<file path="src/rtl/hazard_pkg.sv">
// Shared types for the pipeline hazard controller: sequencer states and the
// bundle of register write/flush controls it drives.
package hazard_pkg;

    typedef enum logic [1:0] {
        ST_IDLE     = 2'd0,
        ST_FP_BUSY  = 2'd1,
        ST_MEM_WAIT = 2'd2
    } hz_state_e;

    typedef struct packed {
        logic pc_write;
        logic if_id_write;
        logic id_exe_write;
        logic exe_mem_write;
        logic if_id_flush;
        logic id_exe_flush;
        logic exe_mem_flush;
        logic mem_wb_flush;
    } hz_ctrl_t;

    // A bubble carries no control at all; reset loads bubbles everywhere.
    localparam hz_ctrl_t CTRL_BUBBLE = '0;
    localparam hz_ctrl_t CTRL_RESET  = '1;

endpackage

</file>
<file path="src/rtl/pipeline_hazard_controller_fp_latency_counter.sv">
// Countdown for the remaining FP cycles in EXE: load, decrement or hold,
// with a zero flag for the sequencer.
module fp_latency_counter #(
    parameter int CNT_W = 3
) (
    input  logic             clk,
    input  logic             rst,
    input  logic             load_i,
    input  logic [CNT_W-1:0] load_val_i,
    input  logic             dec_i,
    output logic [CNT_W-1:0] cnt_o,
    output logic             zero_o
);

    logic [CNT_W-1:0] cnt_q;
    logic [CNT_W-1:0] cnt_d;

    // Neither load nor decrement means frozen, which covers memory stalls.
    always_comb begin
        cnt_d = cnt_q;
        if (load_i) begin
            cnt_d = load_val_i;
        end else if (dec_i && (cnt_q != '0)) begin
            cnt_d = cnt_q - 1'b1;
        end
    end

    always_ff @(posedge clk) begin
        if (rst) begin
            cnt_q <= '0;
        end else begin
            cnt_q <= cnt_d;
        end
    end

    assign cnt_o  = cnt_q;
    assign zero_o = (cnt_q == '0);

endmodule

</file>
<file path="src/rtl/pipeline_hazard_controller.sv">
// Stall/flush sequencer for the five-stage pipeline: combines memory wait,
// multi-cycle FP, load-use and taken-branch hazards into register controls.
module pipeline_hazard_controller
    import hazard_pkg::*;
#(
    parameter int FP_LATENCY = 4,
    parameter int CNT_W      = $clog2(FP_LATENCY + 1)
) (
    input  logic       clk,
    input  logic       rst,
    input  logic [4:0] ID_rs,
    input  logic [4:0] ID_rt,
    input  logic [4:0] ID_EXE_DstReg,
    input  logic       ID_EXE_MemtoReg,
    input  logic       EXE_floatop,
    input  logic       EXE_MEM_memAccess,
    input  logic       dmem_ready,
    input  logic       branch_taken,
    output logic       dmem_req,
    output logic       PC_write,
    output logic       IF_ID_write,
    output logic       ID_EXE_write,
    output logic       EXE_MEM_write,
    output logic       IF_ID_flush,
    output logic       ID_EXE_flush,
    output logic       EXE_MEM_flush,
    output logic       MEM_WB_flush
);

    localparam bit FP_MULTI  = (FP_LATENCY > 1);
    localparam int FP_RELOAD = FP_MULTI ? (FP_LATENCY - 2) : 0;

    hz_state_e        state_q;
    hz_state_e        state_d;
    logic [CNT_W-1:0] fp_cnt;
    logic             fp_cnt_zero;
    logic             cnt_load;
    logic             cnt_dec;

    logic     mem_stall;
    logic     load_use;
    logic     fp_stall;
    hz_ctrl_t ctrl;

    assign mem_stall = EXE_MEM_memAccess & ~dmem_ready;
    assign load_use  = ID_EXE_MemtoReg & (ID_EXE_DstReg != 5'd0) &
                       ((ID_EXE_DstReg == ID_rs) | (ID_EXE_DstReg == ID_rt));
    // The first FP cycle stalls from IDLE; FP_BUSY covers the rest.
    assign fp_stall  = ((state_q == ST_IDLE) & EXE_floatop & FP_MULTI) |
                       ((state_q == ST_FP_BUSY) & ~fp_cnt_zero);

    fp_latency_counter #(
        .CNT_W(CNT_W)
    ) u_fp_cnt (
        .clk       (clk),
        .rst       (rst),
        .load_i    (cnt_load),
        .load_val_i(CNT_W'(FP_RELOAD)),
        .dec_i     (cnt_dec),
        .cnt_o     (fp_cnt),
        .zero_o    (fp_cnt_zero)
    );

    always_comb begin
        state_d  = state_q;
        cnt_load = 1'b0;
        cnt_dec  = 1'b0;
        case (state_q)
            ST_IDLE: begin
                if (mem_stall) begin
                    state_d = ST_MEM_WAIT;
                end else if (fp_stall) begin
                    state_d  = ST_FP_BUSY;
                    cnt_load = 1'b1;
                end
            end
            ST_FP_BUSY: begin
                if (mem_stall) begin
                    state_d = ST_MEM_WAIT;
                end else if (fp_cnt_zero) begin
                    state_d = ST_IDLE;
                end else begin
                    cnt_dec = 1'b1;
                end
            end
            ST_MEM_WAIT: begin
                // Resume an FP op that the memory stall interrupted.
                if (dmem_ready) begin
                    state_d = fp_cnt_zero ? ST_IDLE : ST_FP_BUSY;
                end
            end
            default: state_d = ST_IDLE;
        endcase
    end

    always_ff @(posedge clk) begin
        if (rst) begin
            state_q <= ST_IDLE;
        end else begin
            state_q <= state_d;
        end
    end

    always_comb begin
        ctrl = CTRL_BUBBLE;
        if (rst) begin
            ctrl = CTRL_RESET;
        end else begin
            ctrl.pc_write      = ~(mem_stall | fp_stall | load_use);
            ctrl.if_id_write   = ~(mem_stall | fp_stall | load_use);
            ctrl.id_exe_write  = ~(mem_stall | fp_stall);
            ctrl.exe_mem_write = ~mem_stall;
            ctrl.if_id_flush   = branch_taken & ~(mem_stall | fp_stall | load_use);
            ctrl.id_exe_flush  = load_use & ~(mem_stall | fp_stall);
            ctrl.exe_mem_flush = fp_stall & ~mem_stall;
            ctrl.mem_wb_flush  = mem_stall;
        end
    end

    assign PC_write      = ctrl.pc_write;
    assign IF_ID_write   = ctrl.if_id_write;
    assign ID_EXE_write  = ctrl.id_exe_write;
    assign EXE_MEM_write = ctrl.exe_mem_write;
    assign IF_ID_flush   = ctrl.if_id_flush;
    assign ID_EXE_flush  = ctrl.id_exe_flush;
    assign EXE_MEM_flush = ctrl.exe_mem_flush;
    assign MEM_WB_flush  = ctrl.mem_wb_flush;
    assign dmem_req      = EXE_MEM_memAccess & ~rst;

endmodule

</file>
<file path="config.mk">
export PLATFORM = sky130hd
export DESIGN_NAME = pipeline_hazard_controller
export DESIGN_NICKNAME = d
export VERILOG_FILES = /design/src/rtl/hazard_pkg.sv /design/src/rtl/pipeline_hazard_controller_fp_latency_counter.sv /design/src/rtl/pipeline_hazard_controller.sv
export SDC_FILE = /design/constraint.sdc
export NUM_CORES = 1
export LEC_CHECK = 0
export ABC_AREA = 1
export BUFFER_PORTS_ARGS = -buffer_cell sky130_fd_sc_hd__buf_2
export CORE_MARGIN = 4
export CORE_UTILIZATION = 45
export CTS_CLUSTER_DIAMETER = 60
export DETAILED_ROUTE_END_ITERATION = 6
export GPL_ROUTABILITY_DRIVEN = 0
export GPL_TIMING_DRIVEN = 1
export HOLD_SLACK_MARGIN = 0.12
export MAX_ROUTING_LAYER = met4
export PLACE_DENSITY_LB_ADDON = 0.05
export SYNTH_ARGS = -nofsm -noshare
export SYNTH_HDL_FRONTEND = slang
export SYNTH_SLANG_ARGS = --single-unit
</file>
<file path="constraint.sdc">
create_clock -name clk -period 2.6 [get_ports clk]
set_clock_uncertainty 0.05 [all_clocks]
set_input_delay 0.13 -clock clk [delete_from_list [all_inputs] [get_ports clk]]
set_output_delay 0.13 -clock clk [all_outputs]
set_load 0.005 [all_outputs]
</file>
==> results of run 1 <==
-- worst max-delay path, cell delays in order, from the launching register on --
cell and delay (ns):
dfxtp_1 0.31, inv_1 0.10, ha_1 0.15, nand2_1 0.10, nand2_2 0.12, nand2_4 0.07
nor2_2 0.14, inv_2 0.05, o21ai_2 0.12, buf_2 0.12
-- cell usage in the layout (no fill, tap or decap), drive strengths merged, types with 2 or more instances in the layout --
| cell | Yosys | final |
|---|---|---|
| inv | 26 | 26 |
| nand2 | 44 | 44 |
| ha | 2 | 2 |
| xnor2 | 2 | 2 |
| clkbuf | 0 | 4 |
| o21ai | 4 | 4 |
| nor2 | 12 | 12 |
| nand3 | 7 | 7 |
| nand4 | 2 | 2 |
| a21oi | 4 | 4 |
| dfxtp | 5 | 5 |
| buf | 1 | 30 |
-- registers in the layout, summed over array words and instances, names as in the netlist --
name	cells
u_fp_cnt.cnt_o	3
state_q	2
-- logic make-up (layout without fill, tap and decap cells) --
| kind of cell | Yosys count | in the layout |
|---|---|---|
| simple gates | 66 | 66 |
| fa+ha+maj | 2 | 2 |
| buf+inv | 27 | 61 |
| xor+xnor | 2 | 2 |
| compound gates | 9 | 9 |
| flops | 5 | 5 |
-- through the flow --
stage,cells,area (um^2)
5_1_grt,159,798
4_1_cts,159,798
2_1_floorplan,111,602
6_report,159,798
3_3_place_gp,154,762
3_5_place_dp,154,762
-- layer usage --
metal,wire length (um),GRT usage,part of all wire,vias to the layer above
li1,-,-,-,397
met5,0,-,0,-
met1,628,0.201,0.44,312
met3,134,0.0528,0.094,2
met2,646,0.223,0.45,32
met4,12,0.0361,0.0084,0
-- how the worst max path moves through the flow --
stage | from | endpoint | depth (start not counted)
global route | u_fp_cnt.cnt_o[1] | ID_EXE_flush | 9
CTS | u_fp_cnt.cnt_o[0] | ID_EXE_flush | 9
global placement | u_fp_cnt.cnt_o[0] | ID_EXE_flush | 9
floorplan | u_fp_cnt.cnt_o[0] | PC_write | 9
detailed placement | u_fp_cnt.cnt_o[0] | ID_EXE_flush | 9
finish | u_fp_cnt.cnt_o[0] | ID_EXE_flush | 9
-- repair_timing --
| action | CTS | global route |
|---|---|---|
| endpoints found under the hold margin | 2 | 0 |
| hold buffers | 1 | 0 |
| setup buffers | 0 | 0 |
-- where the power goes --
group | switching [W] | leakage, nW | total, W | internal (W)
Combinational | 0.0000718 | 0.443 | 0.000125 | 0.0000528
Sequential | 0.00000365 | 0.0409 | 0.0000866 | 0.0000829
Clock | 0.0000360 | 0.0150 | 0.0000943 | 0.0000583
-- area by class of cell --
cell class / instances / share of cell area
sequential: 5 / 0.125
multi-input combinational: 79 / 0.497
clock buffer: 4 / 0.0329
timing repair buffer: 31 / 0.201
tap: 14 / 0.0219
inverter: 26 / 0.122
==> flow_summary.toml, run 1 <==
[yosys]
synth_top_family_by_area = "simple AND/OR/NAND/NOR gates"
synth.net_count = 135
synth-compound-area-share = 0.0894
yosys.area.top_type = "nand2_1"
synth_flop_cell = "dfxtp_1"
yosys-top-cells-area = "nand2_1 (25%), dfxtp_1 (17%), inv_1 (16%), nor2_1 (5.6%), ha_1 (4.2%)"
syn_area_um2 = 602
ys_types = 20
synthSimpleGateAreaFrac = 0.499
synthCells = 111
synth_edf_count = 0
synth_seq_cells = 5
ys_seq_area_frac = 0.166
synth_xor_area_frac = 0.0291
async_flop_share = 0
synth.most_common_cell = "nand2_1"
synth_common_cells = "nand2_1 (40), inv_1 (25), nor2_1 (9)"
synth_warnings = 0
synth.top_cell.area_share = 0.249
synthAdderAreaFrac = 0.0416
syn_avg_cell_area_um2 = 5.42
muxShareOfSynthArea = 0

[worst_hold_path]
hp-start = "dmem_ready"
hp-class = "in2reg"
worstHoldEndpoint = "state_q[1]"
whs_path_depth = 4

[critical_path]
worstPathRequired_ns = 2.42
cp.arrival_ns = 1.51
reg2regPathDepth = 8
rrSetupSlack_ns = 1.23
r2r-end = "u_fp_cnt.cnt_o[2]"
start_kind = "flop"
r2r-start = "u_fp_cnt.cnt_o[0]"
cp_max_fo = 4
critPathKind = "reg2out"
endpoint_kind = "primary output"

[route]
drt.antenna.violating_nets = 0
num_vias = 743
routedWlPerCell_um = 8.94
drc = 0
first_iter_violations = 19
firstDrtPassIters = 4
via_per_inst = 4.67
wirelength_mm = 1.42

[placed_design]
post-place-ws_ns = 1.18
port_buffers = 30
dpl.hpwl_mm = 1.18

[clock_network]
clkLatencyLatePin_ns = 0.25
path_clk_slew_ns = 0.05
clock_path_buffers = 2
cts_resized = 0
cts-root-buf = "clkbuf_4"
clock_sinks = 5
h-tree-depth = 1
cts_made_buffers = 3
cts_tree = "done"

[timing]
period_minus_slack_ns = 1.69
setup_tns_ns = 0
fin_crit_sh = 0.651
finalSetupViolCount = 0
fmax_mhz = 590
timing.final.max_slew_violations = 0
relSlewSlack = 0.846
finalHoldViolations = 0
rsz0062_at_grt = "no"
holdWs_ns = 0.192
fin_ws_ns = 0.907
tightest_slew_ns = 0.230

[floorplanning]
coreArea_um2 = 1190
io_pins = 31
start_util = 0.507
rows = 12
dieHeight_um = 44.6
fp.dieArea_um2 = 1990
die_w_um = 44.6

[power]
total_leakage_power_nw = 0.499
powerDensity_nw_per_um2 = 383
power_w = 0.000306
max-vdd-ir-drop_uv = 310

[cells_and_area]
multi_input_area_um2 = 397
nets = 170
area_growth_pct = 32.6
fin_util = 0.673
antenna_cells = 0
drive_gt1_frac = 0.317
area.sequential_um2 = 100
fill_cells = 119

[global_route]
grtUsageTotal = 0.154
grt_pass1_wl_mm = 2.26
antenna_found_initial = 0
gr-total-overflow = 0
grt_start_max_net_pins = 9
grt_pass1_vias = 571

[run_status]
status = "complete, no violations"

[flow_run]
drv_cap = 0
No activity file was read; power rests on OpenSTA's default activity.
==> run 2, diff against run 1 <==
- CORE_UTILIZATION: 45 -> 43
- clock period: 2.6 -> 1.6 ns (I/O delays scaled with it)
==> run 2 against run 1 <==
Sequential share of layout area decreased by 0.56 points; worst setup slack got worse by 0.83 ns; clock-buffer cell count unchanged; total power increased by 71%; die area increased by 3.8%; wire length increased by 1.1%; non-clock buffer count increased by 2; flip-flop and latch count unchanged; cell area increased by 6.0%; global-route usage decreased by 0.50 points; utilization decreased by 3.1 points; critical path depth unchanged; critical path type unchanged; critical endpoint unchanged; largest power group unchanged.
==> flow_summary.toml, run 2 (synthesis results as in run 1) <==
[global_route]
grtUsageTotal = 0.149
grt_pass1_wl_mm = 2.22
grt_start_max_net_pins = 9
gr-total-overflow = 0
antenna_found_initial = 0
grt_pass1_vias = 585

[timing]
timing.final.max_slew_violations = 0
fin_ws_ns = 0.0766
fin_crit_sh = 0.952
tightest_slew_ns = 0.227
fmax_mhz = 656
finalSetupViolCount = 0
setup_tns_ns = 0
relSlewSlack = 0.849
period_minus_slack_ns = 1.52
finalHoldViolations = 0

[cells_and_area]
finalInstanceArea_um2 = 846
most-common-layout-cells = "nand2_1 (39), buf_2 (30), inv_1 (23)"
antenna_cells = 0
fin_util = 0.642
drive_gt1_frac = 0.361
largest_reg_flops = 3
nets = 172
mostFrequentLayoutCell = "nand2_1"
area_growth_pct = 40.5

[critical_path]
cp.arrival_ns = 1.39
critPathKind = "reg2out"
endpoint_kind = "primary output"
cp_max_fo = 3
worstPathRequired_ns = 1.47
start_kind = "flop"

[route]
firstDrtPassIters = 4
drc = 0
first_iter_violations = 18
drt.antenna.violating_nets = 0
routedWlPerCell_um = 8.86
via_per_inst = 4.46
num_vias = 722
wirelength_mm = 1.44

[flow_run]
drv_cap = 0

[placed_design]
port_buffers = 30
placed_area_um2 = 763
post-place-ws_ns = 0.250
dpl.hpwl_mm = 1.16

[floorplanning]
io_pins = 31
rows = 13
fp.dieArea_um2 = 2060
die_w_um = 45.4
coreArea_um2 = 1320
start_util = 0.457
dieHeight_um = 45.4

[clock_network]
cts_tree = "done"
clock_path_buffers = 2
clkLatencyLatePin_ns = 0.24
clock_sinks = 5
h-tree-depth = 1
path_clk_slew_ns = 0.05
cts-root-buf = "clkbuf_4"
cts_made_buffers = 3

[power]
max-vdd-ir-drop_uv = 583
powerDensity_nw_per_um2 = 618
total_leakage_power_nw = 0.523

[worst_hold_path]
hp-class = "in2reg"

[run_status]
status = "complete, no violations"
run 2: cell count changes in the layout (fill, tap and decap cells not counted), sizes merged:
cell  delta
buf      +2
run 2: cell type report:
cell class              instances  area (um^2)
inverters                      26         97.6
well taps                      15         18.8
fillers                       134          472
multi-input cells              79          427
repair buffers                 33          175
clock buffers                   4         26.3
flip-flops and latches          5          101
run 2: worst max-delay path: stages, from the launching register on:
cell and delay (ns):
dfxtp_2 0.32, inv_2 0.09, ha_4 0.15, nand2_4 0.06, nand2_4 0.07, nand2_4 0.07
nor2_4 0.13, inv_2 0.05, o21ai_2 0.11, buf_2 0.12
run 2: through the flow:
| stage | power [W] | instances | hold slack (ns) |
|---|---|---|---|
| after floorplan | 0.000277 | 111 | 0.0991 |
| after global placement | 0.000340 | 155 | 0.243 |
| after detailed placement | 0.000343 | 155 | 0.239 |
| after CTS | 0.000501 | 160 | 0.129 |
| after global routing | 0.000571 | 162 | 0.160 |
| final | 0.000523 | 162 | 0.136 |
run 2: timing repair:
| action | CTS | global route |
|---|---|---|
| pin swaps | 0 | 4 |
| buffers inserted | 0 | 2 |
| hold buffers | 1 | 0 |
| setup endpoints to repair | 1 | 5 |
| gates resized for setup | 1 | 8 |
| endpoints found under the hold margin | 2 | 0 |
run 2: final timing paths:
| path | cells after the start | from | endpoint | slack [ns] |
|---|---|---|---|---|
| max | 9 | u_fp_cnt.cnt_o[0] | ID_EXE_flush | 0.08 |
| min | 4 | dmem_ready | state_q[1] | 0.14 |
| max reg2reg | 9 | u_fp_cnt.cnt_o[0] | u_fp_cnt.cnt_o[1] | 0.28 |
| min reg2reg | 2 | u_fp_cnt.cnt_o[0] | u_fp_cnt.cnt_o[0] | 0.43 |
run 2: layer usage:
layer,vias up,track usage,wire length [um]
met5,-,-,0
met4,0,0.0351,0
met3,0,0.0514,133
met2,30,0.209,617
met1,288,0.202,685
li1,404,-,-
run 2: power breakdown:
part,total [W],internal (W),switching [W]
Sequential,0.000142,0.000135,0.00000693
Clock,0.000148,0.0000944,0.0000535
Combinational,0.000233,0.000104,0.000129
Total,0.000523,0.000334,0.000189
